### config.mk
export PLATFORM = sky130hd
export DESIGN_NAME = strobe_stretch
export DESIGN_NICKNAME = d
export VERILOG_FILES = /design/src/rtl/strobe_stretch.sv
export SDC_FILE = /design/constraint.sdc
export NUM_CORES = 1
export LEC_CHECK = 0
export BUFFER_PORTS_ARGS = -buffer_cell sky130_fd_sc_hd__buf_2
export CAP_MARGIN = 20
export CORE_MARGIN = 2
export CORE_UTILIZATION = 61
export CTS_CLUSTER_SIZE = 16
export DETAILED_ROUTE_END_ITERATION = 10
export GPL_TIMING_DRIVEN = 0
export MAX_ROUTING_LAYER = met4
export PLACE_DENSITY_LB_ADDON = 0.12
export SYNTH_ARGS = -nofsm -noshare
export SYNTH_HDL_FRONTEND = slang
export SYNTH_SLANG_ARGS = --single-unit
### constraint.sdc
create_clock -name clk -period 2.9 [get_ports clk]
set_input_delay 0.145 -clock clk [delete_from_list [all_inputs] [get_ports clk]]
set_output_delay 0.145 -clock clk [all_outputs]
set_load 0.005 [all_outputs]
### src/rtl/strobe_stretch.sv
// Stretches single-cycle strobes into visible pulses with a fixed low gap.
// Strobes arriving during a pulse are queued in a saturating counter.
module strobe_stretch #(
    parameter int CLK_FREQ = 50_000_000,
    parameter int ON_MS    = 50,
    parameter int GAP_MS   = 50,
    parameter int PEND_W   = 4
) (
    input  logic              clk,
    input  logic              rst,
    input  logic              strobe,
    output logic              signal,
    output logic              busy,
    output logic [PEND_W-1:0] pending,
    output logic              overflow
);

    localparam int TICK_DIV = CLK_FREQ / 1000;
    localparam int MS_MAX   = (ON_MS > GAP_MS) ? ON_MS : GAP_MS;
    localparam int PW       = (TICK_DIV > 2) ? $clog2(TICK_DIV) : 1;
    localparam int MW       = (MS_MAX > 2) ? $clog2(MS_MAX) : 1;

    localparam logic [PW-1:0]     PRE_LAST = PW'(TICK_DIV - 1);
    localparam logic [MW-1:0]     ON_LAST  = MW'(ON_MS - 1);
    localparam logic [MW-1:0]     GAP_LAST = MW'(GAP_MS - 1);
    localparam logic [PEND_W-1:0] PEND_MAX = '1;

    if (TICK_DIV < 2) begin : g_bad_tick
        $error("strobe_stretch: TICK_DIV must be >= 2");
    end
    if (ON_MS < 1) begin : g_bad_on
        $error("strobe_stretch: ON_MS must be >= 1");
    end
    if (GAP_MS < 1) begin : g_bad_gap
        $error("strobe_stretch: GAP_MS must be >= 1");
    end
    if (PEND_W < 1) begin : g_bad_pend
        $error("strobe_stretch: PEND_W must be >= 1");
    end

    typedef enum logic [1:0] {
        IDLE,
        ON,
        GAP
    } state_t;

    state_t            state;
    state_t            state_nx;
    logic [PW-1:0]     presc;
    logic [MW-1:0]     ms;
    logic [PEND_W-1:0] pend_nx;
    logic              ovf_nx;
    logic              enq;
    logic              tick;
    logic              on_done;
    logic              gap_done;

    assign tick     = (presc == PRE_LAST);
    assign on_done  = tick && (ms == ON_LAST);
    assign gap_done = tick && (ms == GAP_LAST);

    always_comb begin
        state_nx = state;
        pend_nx  = pending;
        ovf_nx   = 1'b0;
        enq      = 1'b0;
        unique case (state)
            IDLE: begin
                if (pending != '0) begin
                    state_nx = ON;
                    if (!strobe) pend_nx = pending - 1'b1;
                end else if (strobe) begin
                    state_nx = ON;
                end
            end
            ON: begin
                enq = strobe;
                if (on_done) state_nx = GAP;
            end
            GAP: begin
                // A dequeue coinciding with a strobe nets to zero.
                if (gap_done && pending != '0) begin
                    state_nx = ON;
                    if (!strobe) pend_nx = pending - 1'b1;
                end else begin
                    enq = strobe;
                    if (gap_done) state_nx = IDLE;
                end
            end
            default: state_nx = IDLE;
        endcase
        if (enq) begin
            if (pending == PEND_MAX) ovf_nx = 1'b1;
            else pend_nx = pending + 1'b1;
        end
    end

    always_ff @(posedge clk or posedge rst) begin
        if (rst) begin
            state    <= IDLE;
            pending  <= '0;
            overflow <= 1'b0;
            signal   <= 1'b0;
            busy     <= 1'b0;
            presc    <= '0;
            ms       <= '0;
        end else begin
            state    <= state_nx;
            pending  <= pend_nx;
            overflow <= ovf_nx;
            signal   <= (state_nx == ON);
            busy     <= (state_nx != IDLE);
            // Timebase restarts on every state entry.
            if (state_nx != state || state == IDLE) begin
                presc <= '0;
                ms    <= '0;
            end else if (tick) begin
                presc <= '0;
                ms    <= ms + 1'b1;
            end else begin
                presc <= presc + 1'b1;
            end
        end
    end

endmodule
==> results of run 1 <==
[flip-flops by register name, indices dropped and copies added (netlist names)]
signal / count
busy: 1
ms: 6
overflow: 1
pending: 4
presc: 16
signal: 1
state: 2
[worst min-delay path: cells and delay by family]
family   cells  cell delay, ns
buf+inv      3            1.04
[routing by layer]
metal	wire (um)	GRT usage (%)	part of all wire, %	vias to the layer above
met5	0	-	0	-
met4	35	9.73	0.78	0
met3	185	9.11	4.1	4
met2	2380	47.2	53	43
met1	1900	30.9	42	848
li1	-	-	-	804
[cells by family after synthesis]
kind of cell	after synthesis
compound gates	53
xor+xnor	20
fa+ha+maj	10
buf+inv	21
simple gates	71
flops	31
[Yosys cell counts, types with 2 or more instances]
cell	instances
a211oi_1	2
a211oi_2	18
a21oi_1	8
a311oi_1	2
and3_1	5
and4_1	2
and4bb_1	2
buf_2	4
buf_6	2
clkbuf_1	5
dfrtp_1	31
ha_1	10
inv_1	10
nand2_1	9
nand3_1	13
nand4_1	7
nor2_1	10
nor2b_1	2
nor3_1	8
nor4_1	2
o211ai_1	3
o21ai_0	6
o31a_1	2
or2_2	2
xnor2_1	11
xor2_1	9
[repair_timing]
item	in CTS	in global routing
buffers inserted	0	0
hold buffers	1	0
endpoints found under the hold margin	11	0
gates resized for setup	0	0
[power by group through the flow]
stage	combinational, mW	sequential (mW)	clock, mW
after floorplan	0.173	0.502	0
after global placement	0.234	0.503	0
after detailed placement	0.249	0.503	0
after CTS	0.252	0.496	0.367
after global routing	0.282	0.505	0.391
final	0.253	0.497	0.363
[worst min-delay path by stage]
stage | from | to | slack [ns]
6_report | rst | presc[5]$_DFF_PP0_ | 0.36
5_1_grt | strobe | pending[0]$_DFF_PP0_ | 0.38
4_1_cts | strobe | pending[0]$_DFF_PP0_ | 0.38
3_5_place_dp | rst | presc[5]$_DFF_PP0_ | 0.22
3_3_place_gp | presc[0]$_DFF_PP0_ | presc[0]$_DFF_PP0_ | 0.45
2_1_floorplan | rst | busy$_DFF_PP0_ | 0.25
[area by class of cell]
cell class	instances	area [um^2]
multi-input combinational	154	1180
timing repair buffer	10	77.6
sequential	31	776
fill	258	1010
clock inverter	2	35.0
tap	46	57.6
buffer	11	61.3
inverter	10	37.5
clock buffer	6	51.3
==> metrics.cfg, run 1 <==
[power]
p_clk_share_pct=32.6
power_density_mw_per_mm2=488
power_frac_comb_pct=22.7
switching_share_pct=29.8
leakage_nw=0.918
finalPower_mw=1.11
switchingPower_uw=332
ir_worst_vdd_uv=457
intPower_uw=781
seqPwrFrac_pct=44.6

[timing]
period_needed_ns=2.56
maxSlewHeadroom_pct=46.3
setup_tns_ns=0
fin_crit_sh_pct=88.4
skew_ns=0.0185
finalHoldViolCount=0
worstMarginPinSlew_ns=0.804
hold_ws_ns=0.364
fin_ws_ns=0.337
rsz0062_at_grt=no
drv_slew=0
setup_viol=0
max_freq_mhz=390

[route]
firstDrtPassIters=4
viasPerCell=6.29
drt_iter0_drc=118
drtAntennaViolNets=0
drc_errors=0
routedWlPerCell_um=16.7
vias=1699
finalWirelength_um=4500

[synth]
yosysWarnings=0
synth_compound_area_share_pct=22.8
synth_area_leaders=dfrtp_1 38%, a211oi_2 11%, ha_1 6.1%, xnor2_1 4.7%, xor2_1 3.8%
synth_ff_type=dfrtp_1
synth_xor_area_share_pct=8.52
synthMuxAreaShare_pct=0
synth_seq_cells=31
synth_nets=219
syn_area_mm2=0.00206
synth_top_cell_by_area=dfrtp_1
synth-simple-area-share_pct=20.1
post_synth_fa_ha_maj_area_fraction_pct=6.08
synth_top_family_by_area=compound AO/OA/AOI/OAI gates
netlist.area_leader.share_pct=37.7
synth-edff-count=0
yosysUniqueCellTypes=47
async_reset_ff_share_pct=100
seq_area_frac_synth_pct=37.7
synth_area_per_cell_um2=9.99
syn_inst=206

[final_layout]
stdcell_count=270
post-route-util_pct=69.4
diodes=0
final_nets=236
final_common_cell=dfrtp_1
area_growth_pct=10.8
finalInstanceArea_mm2=0.00228
final_cell_mix=31 x dfrtp_1, 18 x a211oi_2, 13 x nand3_1, 12 x buf_2, 11 x xnor2_1
final_layout_size_suffix_gt1_share_pct=21.4

[cts]
clockBufferDepth=2
clk_pin_slew_worst_paths_ns=0.11
root_buffer=clkbuf_4
numCtsBuffers=5
ctsHtreeMaxLevel=2
cts_tree=yes
clock_latency_ns=0.35
cts_sinks=31

[critical_path]
crit_required_ns=3.11
worst_r2r_endpoint=presc[7]$_DFF_PP0_
start_kind=flop
cp_top_family=compound AO/OA/AOI/OAI gates
cp_max_fo=10
crit_path_frequent_cell=o21ai_0
rr_startpoint=pending[0]$_DFF_PP0_
crit_chain=inv_1 > ha_1 > or3b_2 > nand4_1 > o21ai_0 > o21ai_0 > buf_2 > a211oi_2
crit_end=presc[7]$_DFF_PP0_
crit_type=reg2reg
cp-end-kind=flop
cp-startpoint=pending[0]$_DFF_PP0_
critPathBufInv=2
crit_cells=8
r2r_setup_slack_ns=0.34
cpPeakStageDelay_ns=0.50
reg2regPathDepth=8
slowest_stage=or3b_2
arrival_ns=2.77

[global_routing]
grt_overflow_total=0
antenna_found_initial=0
grt_max_degree=21
track_usage_pct=28.0
grt_pass1_vias=1678
grt_pass1_wl_um=7490

[floorplanning]
dieWidth_um=62.1
num_io_pins=10
fp.dieArea_mm2=0.00385
fp.dieH_um=62.1
coreArea_mm2=0.00328
num_rows=21
initial_core_util_pct=62.6

[place]
io_buffers=8
place_area_mm2=0.00218
hpwl_um=3140
dp_slack_ns=0.391
gp_congestion=0.872
place_inst=261

[min_path]
worstHoldPathType=in2async

[status]
status=completed

[flow_run]
cap_viol_max_count=0

Note: power is estimated with default switching activity, not from simulation.
==> inputs of run 2 (changes only) <==
Settings changed: CORE_UTILIZATION 61 to 25.
==> metrics.cfg, run 2 (synthesis results as in run 1) <==
[route]
viasPerCell=4.93
drc_errors=0
finalWirelength_um=4780
drt_iter0_drc=57
firstDrtPassIters=4
routedWlPerCell_um=14.6
vias=1612
drtAntennaViolNets=0

[final_layout]
final_layout_size_suffix_gt1_share_pct=21.2
final_common_cell=dfrtp_1
largest-register=presc
finalInstanceArea_mm2=0.00234
final_cell_mix=31 x dfrtp_1, 18 x a211oi_2, 13 x nand3_1, 12 x buf_2, 11 x xnor2_1
area_growth_pct=13.9
diodes=0
top_regs=presc (16), ms (6), pending (4)
stdcell_count=327
largest_reg_flops=16
post-route-util_pct=29.0
final_nets=235

[timing]
fin_ws_ns=0.339
setup_viol=0
drv_slew=0
period_needed_ns=2.56
worstMarginPinSlew_ns=0.804
rsz0062_at_grt=no
maxSlewHeadroom_pct=46.3
finalHoldViolCount=0
max_freq_mhz=391
setup_tns_ns=0
skew_ns=0.00733
hold_ws_ns=0.00935
fin_crit_sh_pct=88.3

[cts]
cts_hold_buffers=0
clock_latency_ns=0.28
ctsHtreeMaxLevel=2
numCtsBuffers=5
cts_setup_buffers=0
cts_repair_resize_count=0
root_buffer=clkbuf_8
cts_sinks=31
clk_pin_slew_worst_paths_ns=0.07
clockBufferDepth=2
cts_tree=yes

[status]
status=completed

[power]
switchingPower_uw=329
switching_share_pct=30.2
seqPwrFrac_pct=45.7
leakage_nw=0.912
ir_worst_vdd_uv=328
power_frac_comb_pct=22.2
p_clk_share_pct=32.1
finalPower_mw=1.09
power_density_mw_per_mm2=465
intPower_uw=761

[critical_path]
slowest_stage=o31a_1
arrival_ns=2.69
reg2regPathDepth=7
worst_r2r_endpoint=presc[13]$_DFF_PP0_
cp-end-kind=flop
rr_startpoint=presc[0]$_DFF_PP0_
cpPeakStageDelay_ns=0.41
critPathBufInv=1
cp_max_fo=10
crit_required_ns=3.03
cp_top_family=compound AO/OA/AOI/OAI gates
crit_type=reg2reg
start_kind=flop
r2r_setup_slack_ns=0.34
crit_chain=ha_1 > and3_1 > nand4_1 > o31a_1 > o21ai_0 > buf_2 > a211oi_2

[place]
hpwl_um=3580
dp_slack_ns=0.368
io_buffers=8
gp_congestion=0.797
place_inst=320
place_area_mm2=0.00226

[floorplanning]
coreArea_mm2=0.00809
num_io_pins=10
initial_core_util_pct=25.4
dieWidth_um=94.7
fp.dieArea_mm2=0.00897
fp.dieH_um=94.7
num_rows=33

[global_routing]
track_usage_pct=12.0
grt_overflow_total=0
grt_pass1_vias=1650
grtUsageMet3_pct=2.15
grt_pass1_wl_um=8150
antenna_found_initial=0
use_met2_pct=19.1
grt_max_degree=19
grt.met1_usage_pct=15.9
grt.busiest_layer=met2

[min_path]
worstHoldPathType=in2async

[flow_run]
cap_viol_max_count=0

==> run 2: cell types whose count changed in the layout (fill, tap and decap cells not counted), sizes merged <==
cell	change
dlygate4sd3	-1
bufinv	-1
==> run 2: area by class of cell <==
type                    instances  area (um^2)
fillers                       885         5750
inverters                      10         37.5
repair buffers                  9         67.6
clock inverters                 1         5.00
flip-flops and latches         31          776
clock buffers                   6         82.6
plain buffers                  11         61.3
multi-input cells             154         1180
well taps                     105          131
==> run 2: layer usage <==
metal	up-vias	wire [um]
met1	791	2430
li1	797	-
met5	-	0
met2	19	2170
met4	0	40
met3	5	136
==> run 2: power groups by stage <==
stage	clock network (mW)	registers, mW	logic (mW)
2_1_floorplan	0	0.502	0.173
3_3_place_gp	0	0.508	0.246
3_5_place_dp	0	0.506	0.245
4_1_cts	0.362	0.499	0.245
5_1_grt	0.380	0.506	0.272
6_report	0.350	0.498	0.241
==> run 2: how the worst max path moves through the flow <==
stage               slack [ns]                  from                  end  depth (start not counted)
floorplan                 0.73  pending[0]$_DFF_PP0_    ms[0]$_DFFE_PP0P_                          8
global placement          0.36  pending[0]$_DFF_PP0_  presc[12]$_DFF_PP0_                          8
detailed placement        0.37  pending[0]$_DFF_PP0_  presc[13]$_DFF_PP0_                          8
CTS                       0.35    presc[0]$_DFF_PP0_  presc[13]$_DFF_PP0_                          7
global route              0.15    presc[0]$_DFF_PP0_   presc[7]$_DFF_PP0_                          7
finish                    0.34    presc[0]$_DFF_PP0_  presc[13]$_DFF_PP0_                          7
